File: config.mk
export PLATFORM = sky130hd
export DESIGN_NAME = async_fifo_rd_gather
export DESIGN_NICKNAME = d
export VERILOG_FILES = /design/src/rtl/async_fifo_pkg.sv /design/src/rtl/async_fifo_rd_outreg.sv /design/src/rtl/async_fifo_rd_gather.sv
export SDC_FILE = /design/constraint.sdc
export NUM_CORES = 1
export LEC_CHECK = 0
export ABC_AREA = 1
export BUFFER_PORTS_ARGS = -buffer_cell sky130_fd_sc_hd__buf_2
export CAP_MARGIN = 20
export CORE_ASPECT_RATIO = 0.8
export CORE_MARGIN = 2
export CORE_UTILIZATION = 45
export CTS_CLUSTER_SIZE = 28
export DETAILED_ROUTE_END_ITERATION = 16
export GPL_TIMING_DRIVEN = 0
export PLACE_DENSITY = 0.75
export SLEW_MARGIN = 30
export SYNTH_ARGS = -nofsm -noshare
export SYNTH_HDL_FRONTEND = slang
export SYNTH_SLANG_ARGS = --single-unit
File: constraint.sdc
create_clock -name rclk -period 6.7 [get_ports rclk]
set_clock_uncertainty 0.15 [all_clocks]
set_input_delay 1.34 -clock rclk [delete_from_list [all_inputs] [get_ports rclk]]
set_output_delay 1.34 -clock rclk [all_outputs]
set_load 0.01 [all_outputs]
File: src/rtl/async_fifo_pkg.sv
// Shared sizing for the async FIFO read-side gather path.
package async_fifo_pkg;

    localparam int unsigned DSIZE_DEF = 8;
    localparam int unsigned BEATS_DEF = 4;
    localparam int unsigned WSIZE     = DSIZE_DEF * BEATS_DEF;

    typedef logic [$clog2(BEATS_DEF+1)-1:0] beat_cnt_t;

    function automatic int unsigned cnt_width(input int unsigned beats);
        return $clog2(beats + 1);
    endfunction

endpackage

File: src/rtl/async_fifo_rd_outreg.sv
// Single-entry valid/ready output register with a load port.
module async_fifo_rd_outreg
    import async_fifo_pkg::*;
#(
    parameter int unsigned W  = WSIZE,
    parameter int unsigned CW = cnt_width(BEATS_DEF)
) (
    input  logic          clk,
    input  logic          rst,
    input  logic          load,
    input  logic [W-1:0]  load_data,
    input  logic [CW-1:0] load_beats,
    output logic          free,
    output logic [W-1:0]  m_data,
    output logic [CW-1:0] m_beats,
    output logic          m_valid,
    input  logic          m_ready
);

    assign free = !m_valid || m_ready;

    // A load always wins, so a handshake coinciding with a new word leaves no bubble.
    always_ff @(posedge clk) begin
        if (rst) begin
            m_data  <= '0;
            m_beats <= '0;
            m_valid <= 1'b0;
        end else if (load) begin
            m_data  <= load_data;
            m_beats <= load_beats;
            m_valid <= 1'b1;
        end else if (m_ready) begin
            m_valid <= 1'b0;
        end
    end

endmodule

File: src/rtl/async_fifo_rd_gather.sv
// Packs BEATS FIFO entries into one valid/ready word; optional partial flush on
// idle timeout when ASYNC_FIFO_RD_TIMEOUT_EN is defined.
module async_fifo_rd_gather
    import async_fifo_pkg::*;
#(
    parameter int unsigned DSIZE   = DSIZE_DEF,
    parameter int unsigned BEATS   = BEATS_DEF,
    parameter int unsigned TIMEOUT = 16
) (
    input  logic                       rclk,
    input  logic                       rrst,
    input  logic [DSIZE-1:0]           rdata,
    input  logic                       rempty,
    output logic                       rinc,
    output logic [DSIZE*BEATS-1:0]     m_data,
    output logic [$clog2(BEATS+1)-1:0] m_beats,
    output logic                       m_valid,
    input  logic                       m_ready
);

    localparam int unsigned    CW   = cnt_width(BEATS);
    localparam int unsigned    AW   = DSIZE * (BEATS - 1);
    localparam logic [CW-1:0]  LAST = CW'(BEATS - 1);

    logic [CW-1:0]          cnt;
    logic [AW-1:0]          acc;
    logic                   out_free;
    logic                   complete;
    logic                   flush;
    logic                   load;
    logic [DSIZE*BEATS-1:0] load_data;
    logic [CW-1:0]          load_beats;

    assign rinc     = !rrst && !rempty && (cnt != LAST || out_free);
    assign complete = rinc && (cnt == LAST);
    assign load     = complete || flush;

`ifdef ASYNC_FIFO_RD_TIMEOUT_EN
    localparam int unsigned   IW       = $clog2(TIMEOUT + 1);
    localparam logic [IW-1:0] IDLE_MAX = IW'(TIMEOUT);

    logic [IW-1:0] idle;

    always_ff @(posedge rclk) begin
        if (rrst || rinc || cnt == '0 || flush) begin
            idle <= '0;
        end else if (idle != IDLE_MAX) begin
            idle <= idle + IW'(1);
        end
    end

    assign flush = (idle == IDLE_MAX) && (cnt != '0) && out_free && !rinc;
`else
    logic unused_timeout;
    assign unused_timeout = (TIMEOUT != 0);
    assign flush          = 1'b0;
`endif

    // The last lane is never stored: the completing beat goes straight into the output word.
    always_ff @(posedge rclk) begin
        if (rrst || load) begin
            cnt <= '0;
            acc <= '0;
        end else if (rinc) begin
            acc[cnt*DSIZE +: DSIZE] <= rdata;
            cnt                     <= cnt + CW'(1);
        end
    end

    always_comb begin
        load_data  = {{DSIZE{1'b0}}, acc};
        load_beats = cnt;
        if (complete) begin
            load_data  = {rdata, acc};
            load_beats = CW'(BEATS);
        end
    end

    async_fifo_rd_outreg #(
        .W  (DSIZE * BEATS),
        .CW (CW)
    ) u_outreg (
        .clk        (rclk),
        .rst        (rrst),
        .load       (load),
        .load_data  (load_data),
        .load_beats (load_beats),
        .free       (out_free),
        .m_data     (m_data),
        .m_beats    (m_beats),
        .m_valid    (m_valid),
        .m_ready    (m_ready)
    );

endmodule

==> results of run 1 <==
## report_power, final
group / internal [mW] / leakage, nW / switching, mW
registers: 0.368 / 0.492 / 0.00325
logic: 0.0220 / 0.929 / 0.0385
clock network: 0.181 / 0.0964 / 0.137
## cell type report
| type | count | share of cell area |
|---|---|---|
| Tap cell | 81 | 0.0318 |
| Buffer | 19 | 0.0420 |
| Clock inverter | 4 | 0.0149 |
| Sequential cell | 61 | 0.383 |
| Timing Repair Buffer | 46 | 0.0722 |
| Clock buffer | 12 | 0.0455 |
| Inverter | 70 | 0.0824 |
| Multi-Input combinational cell | 214 | 0.328 |
## final timing paths
kind / from / endpoint / slack [ns] / cells past startpoint
worst max-delay path: m_ready / rinc / 2.95 / 7
worst max register to register: cnt[0] / acc[8] / 4.21 / 9
worst min-delay path: u_outreg.m_data[12] / u_outreg.m_data[12] / 0.29 / 2
worst min register to register: u_outreg.m_data[12] / u_outreg.m_data[12] / 0.29 / 2
## layout by cell type, fill, tap and decap left out
cell type and count:
inv_2 1, or2_2 1, nand4_1 8, clkinv_2 2, nand3_1 11, o21ai_1 6, bufinv_16 1, nand3b_1 1
buf_6 4, clkinvlp_4 1, dfxtp_1 61, nor2_4 3, nor2_1 44, nand2_1 48, buf_4 8, a21oi_1 50
nand4_2 1, clkbuf_1 7, buf_2 48, o21ai_0 29, nand2_2 3, ha_1 6, nand3_2 1, conb_1 2
clkbuf_8 10, inv_1 69
## sequential cells by signal, summed over array words and instances (netlist names)
register	cells
acc	24
u_outreg.m_valid	1
u_outreg.m_beats	1
cnt	3
u_outreg.m_data	32
## metal layers
layer  vias up  wire (µm)
li1       1241          -
met1      1028       2610
met2        59       2590
met3         6        357
met4         0         61
met5         -          0
## worst max-delay path: stages
cell     delay [ns]
buf_2          0.09
inv_1          0.06
nand3_1        0.16
nand2_2        0.18
inv_2          0.10
buf_4          0.18
buf_2          0.14
## metrics by stage
step | power [mW] | instance area, µm² | hold slack [ns] | cells
3_3_place_gp | 0.438 | 3000 | 0.282 | 491
3_5_place_dp | 0.439 | 3000 | 0.283 | 491
5_1_grt | 0.784 | 3190 | 0.314 | 507
4_1_cts | 0.757 | 3190 | 0.293 | 507
6_report | 0.750 | 3190 | 0.290 | 507
2_1_floorplan | 0.422 | 2670 | 0.296 | 364
## cell families (layout without fill, tap and decap cells)
group / Yosys count / in the layout / synth area share
AOI/OAI and AO/OA: 85 / 85 / 0.160
buffers and inverters: 89 / 151 / 0.149
and+or+nand+nor: 121 / 121 / 0.203
DFF: 61 / 61 / 0.459
adders and majority gates: 6 / 6 / 0.0282
other: 1 / 2 / 0.00141
==> results.tsv, run 1 <==
metric	value	unit
TritonCTS clock tree	built	
Cell Rows	25	
power per cell area	235	nW/µm²
vias after detailed routing	2334	
Sequential Area	1220	µm²
Cells after Synth	363	
ys async rst share	0	
period utilization	0.560	
clock root cell	clkbuf_8	
total CTS buffers	9	
most frequent cell after synthesis	inv_1	
Worst EP arrival	2.26	ns
Post-synth EDFFs	0	
outcome	finished, final reports clean	
multi-input gate area in the final layout	1050	µm²
post-synth top area cell	dfxtp_1	
Post-synth top cells	inv_1 (69), dfxtp_1 (61), a21oi_1 (50), nand2_1 (48), nor2_1 (44)	
Slew Limit Fails	0	
number of diodes	0	
GRT Overall Usage	0.184	
largest net degree at the start of global routing	12	
chip height	72.8	µm
final core area utilization	0.548	
RSZ-0062 raised after global routing	no	
Pleak	1.52	nW
final hold vios	0	
gr busiest metal	met2	
Crit Path Category	primary input to primary output	
DR iter-0 viols	128	
fillers	584	
dpl hpwl	4230	µm
# Max-Cap Violations	0	
yosys warns	0	
worst skew pair latency	0.34	ns
Area growth syn-to-layout	19.8	%
routed vias/inst	4.60	
full die area	6550	µm²
CTS resizes	0	
Worst VDD drop	0.122	mV
first drt pass iteration count	4	
# setup viols final	0	
post-route worst setup slack	2.95	ns
clock-pin slew on the worst setup and hold paths	0.06	ns
Synth Area per Inst	7.33	µm²
wire per inst	11.1	µm
critical path fanouts, max	10	
Achievable Freq	0.267	GHz
clk sinks	61	
Hold Buf Count CTS	0	
Worst Path Required	5.21	ns
Final nets	439	
hold crit path type	flip-flop to flip-flop	
Setup TNS	0	ns
Final min period	3.75	ns
unique cell type count in the Yosys netlist	22	
DP Worst Slack	2.96	ns
CTS H-tree lvls	3	
Clock Tree Buf Depth	2	
top cells by area, synth	dfxtp_1 (46%), inv_1 (9.7%), a21oi_1 (9.4%), nand2_1 (6.8%), nor2_1 (6.2%)	
CORE AREA	5820	µm²
Congestion Overflow GR	0	
I/O pin count	49	
global-route track usage on met3	0.0733	
M1 GR Usage	0.226	
Top FF cell, synth	dfxtp_1	
Die Span X	90.0	µm
post-synthesis cell area	2660	µm²
first-pass GRT wire length	9510	µm
layout cells sized above 1	0.197	
Starting Density	0.457	
Yosys reg bits	61	
drt total wl	5620	µm
register area share after synthesis	0.459	
top-area cell type share of the netlist area	0.459	
Crit. End Element	primary output	
CP Launch Type	primary input	
Antenna Nets Post-Route	0	
met2 usage	0.303	
antenna violations before repair	0	
GPL Wtd Cong	0.880	
Post-CTS Setup Bufs	0	
vias in the first global route	2129	
Post-route DRC	0	
Buffers on Ports	46	
Note: power is estimated with default switching activity, not from simulation.
==> inputs of run 2 (changes only) <==
--- a/config.mk
+++ b/config.mk
@@ -5,7 +5,7 @@
 export SDC_FILE = /design/constraint.sdc
 export NUM_CORES = 1
 export LEC_CHECK = 0
-export ABC_AREA = 1
+export ABC_AREA = 0
 export BUFFER_PORTS_ARGS = -buffer_cell sky130_fd_sc_hd__buf_2
 export CAP_MARGIN = 20
 export CORE_ASPECT_RATIO = 0.8
@@ -14,7 +14,7 @@
 export CTS_CLUSTER_SIZE = 28
 export DETAILED_ROUTE_END_ITERATION = 16
 export GPL_TIMING_DRIVEN = 0
-export PLACE_DENSITY = 0.75
+export PLACE_DENSITY = 0.78
 export SLEW_MARGIN = 30
 export SYNTH_ARGS = -nofsm -noshare
 export SYNTH_HDL_FRONTEND = slang
==> constraint.sdc (replaced) <==
create_clock -name rclk -period 3.1 [get_ports rclk]
set_clock_uncertainty 0.15 [all_clocks]
set_input_delay 0.62 -clock rclk [delete_from_list [all_inputs] [get_ports rclk]]
set_output_delay 0.62 -clock rclk [all_outputs]
set_load 0.01 [all_outputs]
==> run 2 against run 1 <==
- worst setup slack lost 2.5 ns
- clock-buffer cell count is 2 lower
- non-clock buffer count up 1
- critical path type is now flip-flop to primary output
- critical endpoint unchanged
- largest power group unchanged
- highest routed layer unchanged
==> results.tsv, run 2 <==
metric	value	unit	change
TritonCTS clock tree	built		
clk sinks	61		unchanged
DR iter-0 viols	141		+10%
Antenna Nets Post-Route	0		unchanged
unique cell type count in the Yosys netlist	28		+27%
first-pass GRT wire length	9010	µm	-5.2%
Congestion Overflow GR	0		unchanged
CP Launch Type	flip-flop		
Final min period	2.68	ns	
# Max-Cap Violations	0		unchanged
post-synthesis cell area	2440	µm²	-8.2%
fillers	496		-15%
Post-synth EDFFs	0		unchanged
Worst EP arrival	1.91	ns	-0.35 ns
yosys warns	0		unchanged
CTS H-tree lvls	3		unchanged
total CTS buffers	9		unchanged
family with the most delay on the worst path	flip-flops		
reg2reg path depth	8		-1
register area share after synthesis	0.500		+0.0411
power per cell area	540	nW/µm²	+130%
Worst Tran Pin Value	0.504	ns	
wire per inst	13.4	µm	+21%
Cells after Synth	278		-23%
Yosys reg bits	61		unchanged
Top reg by flops	u_outreg.m_data		
Internal Power	1.20	mW	+110%
top cells by area, synth	dfxtp_1 (50%), nand2_1 (12%), a21oi_1 (9.4%), mux2i_1 (3.3%), ha_1 (3.1%)		
RSZ-0062 raised after global routing	no		
largest net degree at the start of global routing	12		unchanged
antenna violations before repair	0		unchanged
dpl cells	386		-21%
worst skew pair latency	0.34	ns	about the same
slowest stage cell, crit path	dfxtp_1		
Die Span X	86.4	µm	-4.0%
Net Sw Frac	0.243		+0.00426
Crit Path Category	flip-flop to primary output		
worst path bufs/invs	2		-3
full die area	6040	µm²	-7.8%
drt total wl	5410	µm	-3.7%
Finished Cell Area	2940	µm²	-7.8%
vias in the first global route	1937		-9.0%
dpl hpwl	3940	µm	-6.8%
FF-to-FF setup slack	0.43	ns	-3.78 ns
Cell Rows	23		-8.0%
most common cell after layout, fill and taps aside	nand2_1		
Crit. End Element	primary output		
chip height	69.9	µm	-4.0%
number of diodes	0		unchanged
hold crit path type	flip-flop to flip-flop		
CTS resizes	0		unchanged
layout cells sized above 1	0.259		+0.0616
crit-path cells	ha_1 > ha_1 > nand3b_4 > and2_1 > clkbuf_2 > buf_2		
clock share of power	0.431		+0.007
commonest cells after routing, fill and taps aside	nand2_1 (80), dfxtp_1 (61), buf_2 (51)		
Post-Layout Cell Count	402		-21%
critical register-to-register path startpoint	cnt[0]		
top flop regs	u_outreg.m_data: 32 flops, acc: 24 flops, cnt: 3 flops		
ys async rst share	0		unchanged
outcome	finished, final reports clean		
clock-pin slew on the worst setup and hold paths	0.06	ns	about the same
Setup TNS	0	ns	unchanged
CP startpoint	cnt[0]		
Gate power share	0.067		-0.014
period utilization	0.864		
Pleak	1.25	nW	-18%
Synth Area per Inst	8.79	µm²	+20%
final hold vios	0		unchanged
Buffers on Ports	45		-2.2%
post-synth top area cell	dfxtp_1		
Top FF cell, synth	dfxtp_1		
Hold Buf Count CTS	0		unchanged
critical path fanouts, max	7		-3
Final nets	353		-20%
max reg flops	32		unchanged
Clock Tree Buf Depth	2		unchanged
Starting Density	0.477		+0.0194
GRT Overall Usage	0.195		+0.0109
Post-synth top cells	nand2_1 (80), dfxtp_1 (61), a21oi_1 (46), nor2_1 (14), nand4_1 (10)		
Post-CTS Setup Bufs	0		unchanged
r2r endpoint	acc[0]		
I/O pin count	49		unchanged
GPL Wtd Cong	0.868		-1.4%
final core area utilization	0.574		+0.0258
Worst Path Required	2.33	ns	-2.88 ns
Slew Limit Fails	0		unchanged
Total Power	1.59	mW	+110%
Post-route DRC	0		unchanged
part of the power in registers	0.502		+0.007
CORE AREA	5120	µm²	-12%
Achievable Freq	0.373	GHz	
total stage count of the critical path	6		-1
Area growth syn-to-layout	20.4	%	
Worst Setup EP	rinc		
# setup viols final	0		unchanged
vias after detailed routing	2072		-11%
Max stage delay on crit path	0.50	ns	+0.32 ns
most frequent cell after synthesis	nand2_1		
first drt pass iteration count	4		unchanged
Worst VDD drop	0.217	mV	+79%
Rel. slew slack	0.664		
clock root cell	clkbuf_8		
top-area cell type share of the netlist area	0.500		+0.0411
routed vias/inst	5.15		+12%
dpl cell area	2750	µm²	-8.3%
sw power	0.386	mW	+120%
CP most frequent cell	ha_1		
run 2: cell count changes after synthesis, sizes merged, moves of 3 or more:
| cell | before | now |
|---|---|---|
| mux2i | 0 | 8 |
| nor2 | 47 | 15 |
| nand2 | 51 | 80 |
| nand3 | 12 | 9 |
| inv | 70 | 4 |
| o21ai | 35 | 0 |
run 2: power groups by stage:
stage | sequential, mW | combinational [mW] | clock [mW]
floorplan | 0.814 | 0.0754 | 0
detailed placement | 0.815 | 0.105 | 0
global placement | 0.815 | 0.104 | 0
finish | 0.797 | 0.106 | 0.684
global route | 0.798 | 0.115 | 0.735
CTS | 0.797 | 0.106 | 0.697
run 2: cell families after synthesis:
group | count (synthesis) | synth area share
buf+inv | 25 | 0.0666
other cells | 1 | 0.00154
xor+xnor | 1 | 0.00359
compound gates | 53 | 0.119
fa+ha+maj | 6 | 0.0307
simple gates | 123 | 0.246
mux | 8 | 0.0328
flops | 61 | 0.500
run 2: area by class of cell:
class	instances	area, µm²	area share
Sequential cell	61	1220	0.415
Multi-Input combinational cell	193	1060	0.361
Timing Repair Buffer	45	225	0.0766
Buffer	21	148	0.0502
Clock buffer	10	128	0.0434
Tap cell	62	77.6	0.0264
Clock inverter	6	63.8	0.0217
Inverter	4	15.0	0.00511
run 2: layer usage:
layer	track usage	share of wire	wire (µm)	vias up
met4	0.0694	0.017	92	0
met3	0.0898	0.084	456	14
met1	0.244	0.45	2420	960
met5	0	0	0	-
li1	-	-	-	1038
met2	0.296	0.45	2430	60
run 2: worst min path at each step:
stage / slack, ns / cells after the start / to / from
after detailed placement: 0.29 / 2 / u_outreg.m_data[29] / u_outreg.m_data[29]
final: 0.30 / 2 / u_outreg.m_data[29] / u_outreg.m_data[29]
after global routing: 0.32 / 2 / u_outreg.m_data[18] / u_outreg.m_data[18]
after global placement: 0.29 / 2 / u_outreg.m_data[0] / acc[0]
after floorplan: 0.28 / 2 / acc[13] / acc[13]
after CTS: 0.30 / 2 / u_outreg.m_data[29] / u_outreg.m_data[29]
run 2: worst register-to-register path, stage by stage, from the launching register on:
cell      delay [ns]
dfxtp_1         0.50
clkbuf_1        0.40
inv_1           0.12
ha_1            0.23
ha_1            0.35
nor4b_4         0.28
nand4_4         0.26
mux2i_1         0.23
nor2_1          0.05
run 2: through the flow:
stage,setup WS [ns],hold WS [ns]
CTS,0.398,0.302
floorplan,0.730,0.280
detailed placement,0.450,0.293
global placement,0.494,0.290
finish,0.421,0.299
global route,0.288,0.324
